===== src/rtl/maluch_cpu.sv =====
// rtl/maluch_cpu.sv - single-cycle 32-bit Maluch core (optional multiplier: MALUCH_MUL_EN)
module maluch_cpu (
  input  logic        clk,
  input  logic        _reset,
  input  logic [31:0] instr_in,
  output logic [31:0] pointer
);

  localparam logic [4:0] OP_NOP = 5'h00;
  localparam logic [4:0] OP_HLT = 5'h01;
  localparam logic [4:0] OP_MOV = 5'h02;
  localparam logic [4:0] OP_ADD = 5'h03;
  localparam logic [4:0] OP_SUB = 5'h04;
  localparam logic [4:0] OP_AND = 5'h05;
  localparam logic [4:0] OP_OR  = 5'h06;
  localparam logic [4:0] OP_XOR = 5'h07;
  localparam logic [4:0] OP_NOT = 5'h08;
  localparam logic [4:0] OP_SHL = 5'h09;
  localparam logic [4:0] OP_SHR = 5'h0A;
  localparam logic [4:0] OP_CMP = 5'h0B;
  localparam logic [4:0] OP_JMP = 5'h0C;
  localparam logic [4:0] OP_JZ  = 5'h0D;
  localparam logic [4:0] OP_JNZ = 5'h0E;
  localparam logic [4:0] OP_JC  = 5'h0F;
`ifdef MALUCH_MUL_EN
  localparam logic [4:0] OP_MUL = 5'h10;
`endif

  // Architectural state
  logic [31:0] regs [8];
  logic        flag_z;
  logic        flag_c;
  logic        flag_s;
  logic        halted;

  // Decoded fields
  logic [4:0]  opcode;
  logic [2:0]  rd;
  logic [2:0]  rs;
  logic        imm_sel;
  logic [15:0] imm16;
  logic        unused_bits;

  assign opcode      = instr_in[31:27];
  assign rd          = instr_in[26:24];
  assign rs          = instr_in[23:21];
  assign imm_sel     = instr_in[20];
  assign imm16       = instr_in[15:0];
  assign unused_bits = ^instr_in[19:16];

  // Operands: A is always R[rd], B is sign-extended immediate or R[rs]
  logic [31:0] op_a;
  logic [31:0] op_b;
  assign op_a = regs[rd];
  assign op_b = imm_sel ? {{16{imm16[15]}}, imm16} : regs[rs];

  // Wide intermediates so carry/shifted-out bits fall out of the arithmetic
  logic [32:0] add_w;
  logic [32:0] shl_w;
  logic [32:0] shr_w;
  assign add_w = {1'b0, op_a} + {1'b0, op_b};
  assign shl_w = {1'b0, op_a} << op_b[4:0];
  assign shr_w = {op_a, 1'b0} >> op_b[4:0];

  logic [31:0] result;
  logic        carry_new;
  logic        reg_we;
  logic        flag_we;
  logic        halt_set;
  logic [31:0] next_pointer;

  // Decode, ALU and next-pointer selection
  always_comb begin
    result       = op_a;
    carry_new    = 1'b0;
    reg_we       = 1'b0;
    flag_we      = 1'b0;
    halt_set     = 1'b0;
    next_pointer = pointer + 32'd1;
    case (opcode)
      OP_HLT: begin
        halt_set     = 1'b1;
        next_pointer = pointer;
      end
      OP_MOV: begin
        result = op_b;
        reg_we = 1'b1;
      end
      OP_ADD: begin
        result    = add_w[31:0];
        carry_new = add_w[32];
        reg_we    = 1'b1;
        flag_we   = 1'b1;
      end
      OP_SUB, OP_CMP: begin
        result    = op_a - op_b;
        carry_new = (op_a < op_b);
        reg_we    = (opcode == OP_SUB);
        flag_we   = 1'b1;
      end
      OP_AND: begin
        result  = op_a & op_b;
        reg_we  = 1'b1;
        flag_we = 1'b1;
      end
      OP_OR: begin
        result  = op_a | op_b;
        reg_we  = 1'b1;
        flag_we = 1'b1;
      end
      OP_XOR: begin
        result  = op_a ^ op_b;
        reg_we  = 1'b1;
        flag_we = 1'b1;
      end
      OP_NOT: begin
        result  = ~op_b;
        reg_we  = 1'b1;
        flag_we = 1'b1;
      end
      OP_SHL: begin
        result    = shl_w[31:0];
        carry_new = shl_w[32];
        reg_we    = 1'b1;
        flag_we   = 1'b1;
      end
      OP_SHR: begin
        result    = shr_w[32:1];
        carry_new = shr_w[0];
        reg_we    = 1'b1;
        flag_we   = 1'b1;
      end
      OP_JMP: next_pointer = op_b;
      OP_JZ:  if (flag_z)  next_pointer = op_b;
      OP_JNZ: if (!flag_z) next_pointer = op_b;
      OP_JC:  if (flag_c)  next_pointer = op_b;
`ifdef MALUCH_MUL_EN
      OP_MUL: begin
        result  = op_a * op_b;
        reg_we  = 1'b1;
        flag_we = 1'b1;
      end
`endif
      default: ;
    endcase
  end

  // Commit register, flag and pointer updates; halt freezes everything but reset
  always_ff @(posedge clk) begin
    if (!_reset) begin
      pointer <= 32'd0;
      for (int i = 0; i < 8; i++) regs[i] <= 32'd0;
      flag_z  <= 1'b0;
      flag_c  <= 1'b0;
      flag_s  <= 1'b0;
      halted  <= 1'b0;
    end else if (!halted) begin
      pointer <= next_pointer;
      halted  <= halt_set;
      if (reg_we) regs[rd] <= result;
      if (flag_we) begin
        flag_z <= (result == 32'd0);
        flag_c <= carry_new;
        flag_s <= result[31];
      end
    end
  end

endmodule


===== config.mk =====
export PLATFORM = sky130hd
export DESIGN_NAME = maluch_cpu
export DESIGN_NICKNAME = d
export VERILOG_FILES = /design/src/rtl/maluch_cpu.sv
export SDC_FILE = /design/constraint.sdc
export NUM_CORES = 1
export LEC_CHECK = 0
export BUFFER_PORTS_ARGS = -buffer_cell sky130_fd_sc_hd__buf_4
export CORE_MARGIN = 2
export CORE_UTILIZATION = 30
export CTS_BUF_LIST = sky130_fd_sc_hd__clkbuf_8
export CTS_CLUSTER_SIZE = 16
export DETAILED_ROUTE_END_ITERATION = 8
export HOLD_SLACK_MARGIN = 0.03
export SYNTH_ARGS = -nofsm -noshare
export SYNTH_HDL_FRONTEND = slang
export SYNTH_SLANG_ARGS = --single-unit

===== constraint.sdc =====
create_clock -name clk -period 8.4 [get_ports clk]
set_input_delay 0.42 -clock clk [delete_from_list [all_inputs] [get_ports clk]]
set_output_delay 0.42 -clock clk [all_outputs]
set_load 0.01 [all_outputs]

==> results.md, run 1 <==
* CTS sink cnt at 291
* Setup-failing EPs final at 0
* Nets@finish at 2931
* Worst Path Max Fanout at 48
* Final min period at 6.67 ns
* Syn Inst Count at 2815
* Fin Hold WS at 0.218 ns
* Power share of the combinational group at 0.388
* Worst-path clk slew at 0.08 ns
* Crit path arrival time at 7.25 ns
* Synthesized area per cell at 9.12 µm²
* Critical path required time at 8.98 ns
* Commonest non-fill, non-tap cell in the layout: nor2_1
* Startpoint types: input port
* Sequential share of the synthesized area at 0.327
* Ys flop type: edfxtp_1
* Worst min-delay path category: in -> reg
* Routed Wire Length at 115000 µm
* Switching Share at 0.401
* Die W at 296 µm
* Vias in the first global route at 23000
* Initial DRC count at 3830
* Worst Max-Slew Pin Slew at 1.18 ns
* P&R area growth vs syn at 9.47%
* Syn_nets at 2958
* H-tree Lvls at 2
* Postcts setup bufs at 0
* First-pass GRT wire length at 164000 µm
* IO Pins at 66
* Synth Cell Area at 25700 µm²
* Drt wl/cell at 29.0 µm
* Post-CTS sizing at 0
* Routability congestion estimate from global placement at 1.07
* Largest net degree at the start of global routing at 67
* Number of library cell types mapped by synthesis at 105
* Layout filler cell count at 8850
* Post-route setup TNS at 0 ns
* Layout cell share with drive strength beyond 1 at 0.156
* Clock share of power at 0.258
* #FFs+latches synth at 291
* # DRC at 0
* Slew Limit Fails at 0
* CTS tree: built
* I/O Buffers at 61
* Met1 Usage GRT at 0.338
* Placed wire-length estimate at 80900 µm
* Leak Pwr at 0.0106 µW
* Vias per cell at 6.31
* DRT Pass-1 Iters at 9
* Slew HR at 0.205
* Final worst-path cycle share at 0.794
* Die Y at 296 µm
* Setup CP Type: in -> reg
* CTS Buf Count at 48
* # rows at 107
* Core Region at 85000 µm²
* Placed cells at 3882
* Sequential share of power at 0.355
* Tot GR Track Use at 0.254
* CTS max path bufs at 3
* Max Fclk at 150 MHz
* CTS root buf: clkbuf_8
* Yosys warning total at 0
* Max stage delay on crit path at 0.94 ns
* RSZ-0062 raised after global routing: no
* GR Util met3 at 0.0527
* Initial antenna violation count at 2
* Max-cap violations at 0
* Slowest CP cell: a2111oi_0
* Hold-fix buffers, CTS at 0
* Die area at 87900 µm²
* EDFF count, synth at 256
* Total gr overflow at 0
* Clock latency on the worst-skew pair at 0.64 ns
* Overall power at 4710 µW
* Finished Core Util at 0.330
* Worst setup EP type: flip-flop
* Ys async rst share at 0
* PD cells at 168 nW/µm²
* Status: completed
* Via count at 25100
* Met2 Use GR at 0.394
* Worst VDD drop at 149 µV
* Post-route ant nets at 0
* Internal cell power at 2820 µW
* Commonest cells after routing, fill and taps aside: nor2_1, edfxtp_1, nand2_1, mux2i_1
* Final hold vios at 0
* Crit path cell chain: buf_4 -> mux2i_1 -> mux4_2 -> o21a_4 -> clkinv_8 -> fa_1 -> nor2b_1 -> o21ai_0 -> a32oi_1 -> a2111oi_0 -> o31ai_1 -> a21o_1 -> a221o_1 -> a221o_1 -> a22oi_2 -> nand4_1 -> and4b_1 -> nand4_1 -> nand2_1
* Clock skew at 0.0365 ns
* Switch Pwr at 1890 µW
* Post-Layout Cell Count at 3973
* Initial Util at 0.302
* Most Used Layer, Global Route: met2
-- worst max-delay path, delay by kind of cell --
| family | cells | cell delay (ns) |
|---|---|---|
| mux | 2 | 0.66 |
| compound gates | 9 | 3.79 |
| buf+inv | 2 | 0.90 |
| fa+ha+maj | 1 | 0.54 |
| simple gates | 5 | 0.85 |
-- layout make-up --
| type | instances | area, µm² | share of cell area |
|---|---|---|---|
| Timing Repair Buffer | 166 | 1250 | 0.0444 |
| Tap cell | 1144 | 1430 | 0.0510 |
| Inverter | 108 | 420 | 0.0150 |
| Sequential cell | 291 | 8390 | 0.299 |
| Clock buffer | 50 | 688 | 0.0245 |
| Multi-Input combinational cell | 2173 | 15700 | 0.559 |
| Antenna cell | 4 | 10.0 | 0.000356 |
| Clock inverter | 37 | 214 | 0.00762 |
-- Yosys cell counts, types with 10 or more instances --
master / number / area share
a2111oi_0: 18 / 0.0061
a211oi_1: 38 / 0.011
a21o_1: 25 / 0.0073
a21oi_1: 169 / 0.033
a221o_1: 11 / 0.0043
a221oi_1: 12 / 0.0041
a22oi_1: 25 / 0.0073
a311oi_1: 10 / 0.0034
a31oi_1: 28 / 0.0068
a32o_1: 10 / 0.0039
and3_1: 30 / 0.0073
buf_1: 15 / 0.0022
buf_2: 51 / 0.0099
buf_4: 25 / 0.0073
buf_6: 18 / 0.0079
clkbuf_1: 132 / 0.019
dfxtp_1: 35 / 0.027
edfxtp_1: 256 / 0.30
ha_1: 107 / 0.052
inv_1: 93 / 0.014
mux2_2: 55 / 0.024
mux2i_1: 177 / 0.069
mux4_2: 78 / 0.068
nand2_1: 186 / 0.027
nand2b_1: 30 / 0.0073
nand3_1: 53 / 0.010
nand4_1: 20 / 0.0049
nor2_1: 461 / 0.067
nor2b_1: 15 / 0.0037
nor3_1: 51 / 0.0099
nor4_1: 11 / 0.0027
o2111ai_1: 15 / 0.0051
o211ai_1: 35 / 0.010
o21a_1: 11 / 0.0032
o21ai_0: 143 / 0.028
o21ai_1: 11 / 0.0021
o21bai_1: 12 / 0.0035
o221ai_1: 40 / 0.014
o22ai_1: 66 / 0.016
o31ai_1: 14 / 0.0041
or2_2: 17 / 0.0041
or3_1: 12 / 0.0029
-- flip-flops by register name, summed over array words and instances (netlist names) --
signal	flops
regs	256
pointer	32
flag_c	1
flag_z	1
halted	1
-- layer usage --
| metal | vias to the layer above | wire, µm |
|---|---|---|
| li1 | 10600 | - |
| met1 | 12300 | 44700 |
| met2 | 1759 | 51200 |
| met3 | 340 | 13200 |
| met4 | 2 | 6180 |
| met5 | - | 13 |
-- per-stage QoR --
step / area [µm²] / setup slack (ns)
2_1_floorplan: 25700 / 2.59
3_3_place_gp: 27200 / 1.39
3_5_place_dp: 27200 / 1.32
4_1_cts: 28100 / 1.93
5_1_grt: 28100 / 1.56
6_report: 28100 / 1.73
-- kinds of logic after synthesis --
group	Yosys count	share of synthesized area
AO/OA/AOI/OAI	808	0.221
XOR/XNOR	10	0.00341
AND/OR/NAND/NOR	922	0.159
multiplexers	324	0.171
adder cells (fa/ha/maj)	109	0.0537
buffers and inverters	351	0.0644
flip-flops	291	0.327
-- power groups by stage --
stage	clock network [µW]	logic [µW]	registers, µW
after floorplan	0	1140	1690
after global routing	1290	1890	1670
after global placement	0	1740	1690
after CTS	1230	1740	1670
final	1210	1820	1670
after detailed placement	0	1740	1700
-- path summary, 6_finish.rpt --
path | start | slack [ns] | end | cells after the start
setup / recovery | instr_in[21] | 1.73 | flag_z | 19
hold / removal | _reset | 0.22 | pointer[8] | 2
setup reg to reg | regs[7][0] | 1.84 | flag_z | 18
hold reg to reg | pointer[1] | 0.49 | pointer[1] | 2
Note: power is estimated with default switching activity, not from simulation.
==> run 2, diff against run 1 <==
==> constraint.sdc (replaced) <==
create_clock -name clk -period 6.2 [get_ports clk]
set_input_delay 0.31 -clock clk [delete_from_list [all_inputs] [get_ports clk]]
set_output_delay 0.31 -clock clk [all_outputs]
set_load 0.01 [all_outputs]
==> run 2 against run 1 <==
Compared with the run above:
- critical path depth shrank 2
- via count rose by 0.49%
- routed wire length up 0.96%
- non-clock buffer count up 110
- hold slack worse by 0.097 ns
- largest cell class unchanged
==> results.md, run 2 (synthesis results as in run 1) <==
* Status: completed
* Commonest non-fill, non-tap cell in the layout: nor2_1
* Final hold vios at 0
* Setup CP Type: reg -> reg
* Startpoint types: flip-flop
* Tot GR Track Use at 0.260
* Setup-failing EPs final at 0
* CTS max path bufs at 3
* CP Capture Point: regs[2][20]
* Die W at 296 µm
* Clock share of power at 0.246
* Slew Limit Fails at 0
* Critical path required time at 6.55 ns
* Nets@finish at 3041
* Post-route setup TNS at 0 ns
* Routed Wire Length at 116000 µm
* Slew HR at 0.228
* PD cells at 222 nW/µm²
* RSZ-0062 raised after global routing: no
* Worst min-delay path category: in -> reg
* Slowest CP cell: a2111oi_1
* Worst Path Max Fanout at 8
* FF-to-FF Start: regs[7][0]
* Postcts setup bufs at 0
* Die area at 87900 µm²
* # rows at 107
* Largest reg by FF count: regs
* Power share of the combinational group at 0.402
* Vias in the first global route at 23500
* R2R depth at 17
* Largest registers: regs: 256 flops, pointer: 32 flops
* Post-Layout Cell Count at 4078
* Layout cell share with drive strength beyond 1 at 0.188
* Max reg flops at 256
* Largest net degree at the start of global routing at 67
* Die Y at 296 µm
* Switching Share at 0.400
* I/O Buffers at 61
* CTS tree: built
* Total gr overflow at 0
* First-pass GRT wire length at 168000 µm
* Placed wire-length estimate at 84800 µm
* Vias per cell at 6.18
* Switch Pwr at 2560 µW
* Core Region at 85000 µm²
* Final min period at 5.97 ns
* Max stage delay on crit path at 0.84 ns
* Via count at 25200
* Placed cells at 3992
* Leak Pwr at 0.0111 µW
* Dpl cell area at 28000 µm²
* Clock latency on the worst-skew pair at 0.64 ns
* Sequential share of power at 0.353
* Crit path cell chain: mux4_2 -> a21oi_2 -> inv_1 -> ha_1 -> fa_1 -> nor2b_1 -> o21ai_0 -> a32oi_1 -> a2111oi_1 -> o31ai_1 -> a21o_1 -> a41oi_1 -> mux2i_1 -> a2111o_1 -> o21ai_1 -> buf_4 -> nor2_1
* CTS root buf: clkbuf_8
* Reg2Reg Capture Point: regs[2][20]
* Max-cap violations at 0
* R2R Setup Slk at 0.23 ns
* Initial Util at 0.302
* CTS sink cnt at 291
* IO Pins at 66
* Final worst-path cycle share at 0.963
* Internal cell power at 3850 µW
* Worst Max-Slew Pin Slew at 1.15 ns
* H-tree Lvls at 2
* Initial DRC count at 3441
* Crit path arrival time at 6.32 ns
* Post-route cell area at 28900 µm²
* DRT Pass-1 Iters at 6
* Drt wl/cell at 28.5 µm
* Post-route ant nets at 0
* Routability congestion estimate from global placement at 1.07
* Max Fclk at 167 MHz
* Commonest cells after routing, fill and taps aside: nor2_1, buf_4, edfxtp_1, nand2_1, mux2i_1
* CTS Buf Count at 48
* Worst VDD drop at 182 µV
* Clock skew at 0.0378 ns
* CP Launch Point: regs[7][0]
* Initial antenna violation count at 4
* Fin Hold WS at 0.121 ns
* Worst-path clk slew at 0.06 ns
* # DRC at 0
* Layout filler cell count at 8755
* Worst setup EP type: flip-flop
* P&R area growth vs syn at 12.6%
==> run 2: critical path, delay by kind of cell, from the launching register on <==
family	cells	cell delay, ns
compound gates	9	3.29
fa+ha+maj	2	0.74
buf+inv	2	0.40
flops	1	0.39
mux	2	0.65
simple gates	2	0.22
==> run 2: layout make-up <==
type	count	area [µm²]	area share
Antenna cell	2	5.00	0.000173
Clock buffer	48	661	0.0229
Clock inverter	36	193	0.00667
Inverter	108	420	0.0146
Multi-Input combinational cell	2173	15700	0.543
Sequential cell	291	8390	0.290
Tap cell	1144	1430	0.0496
Timing Repair Buffer	276	2110	0.0730
==> run 2: worst min path at each step <==
stage | slack, ns | to | cells past startpoint | startpoint
finish | 0.12 | pointer[8] | 2 | _reset
global route | 0.11 | pointer[8] | 2 | _reset
CTS | 0.08 | pointer[8] | 2 | _reset
detailed placement | 0.48 | pointer[1] | 2 | pointer[1]
global placement | 0.48 | pointer[1] | 2 | pointer[1]
floorplan | 0.46 | flag_z | 2 | flag_z
==> run 2: power groups by stage <==
stage	Clock, µW	Sequential (µW)	Combinational [µW]
after detailed placement	0	2300	2460
after global routing	1680	2270	2690
after floorplan	0	2280	1550
final	1580	2260	2580
after CTS	1600	2260	2470
after global placement	0	2300	2470
==> run 2: through the flow <==
step / setup WS (ns) / util / power (µW)
after floorplan: 0.502 / - / 3830
after global placement: 0.180 / 0.330 / 4770
after detailed placement: 0.132 / 0.330 / 4760
after CTS: 0.180 / 0.340 / 6330
after global routing: 0.0717 / 0.340 / 6630
final: 0.229 / 0.340 / 6410
==> run 2: layer usage <==
metal | wire, µm | track usage | vias up
met5 | 13 | 0 | -
met3 | 12100 | 0.0455 | 364
met2 | 51600 | 0.402 | 1690
li1 | - | - | 10800
met4 | 7250 | 0.141 | 2
met1 | 45400 | 0.343 | 12300
==> run 2: what timing repair did <==
action	in CTS	in global routing
hold buffers	0	0
resized for setup	0	2
endpoints found under the setup margin	0	17
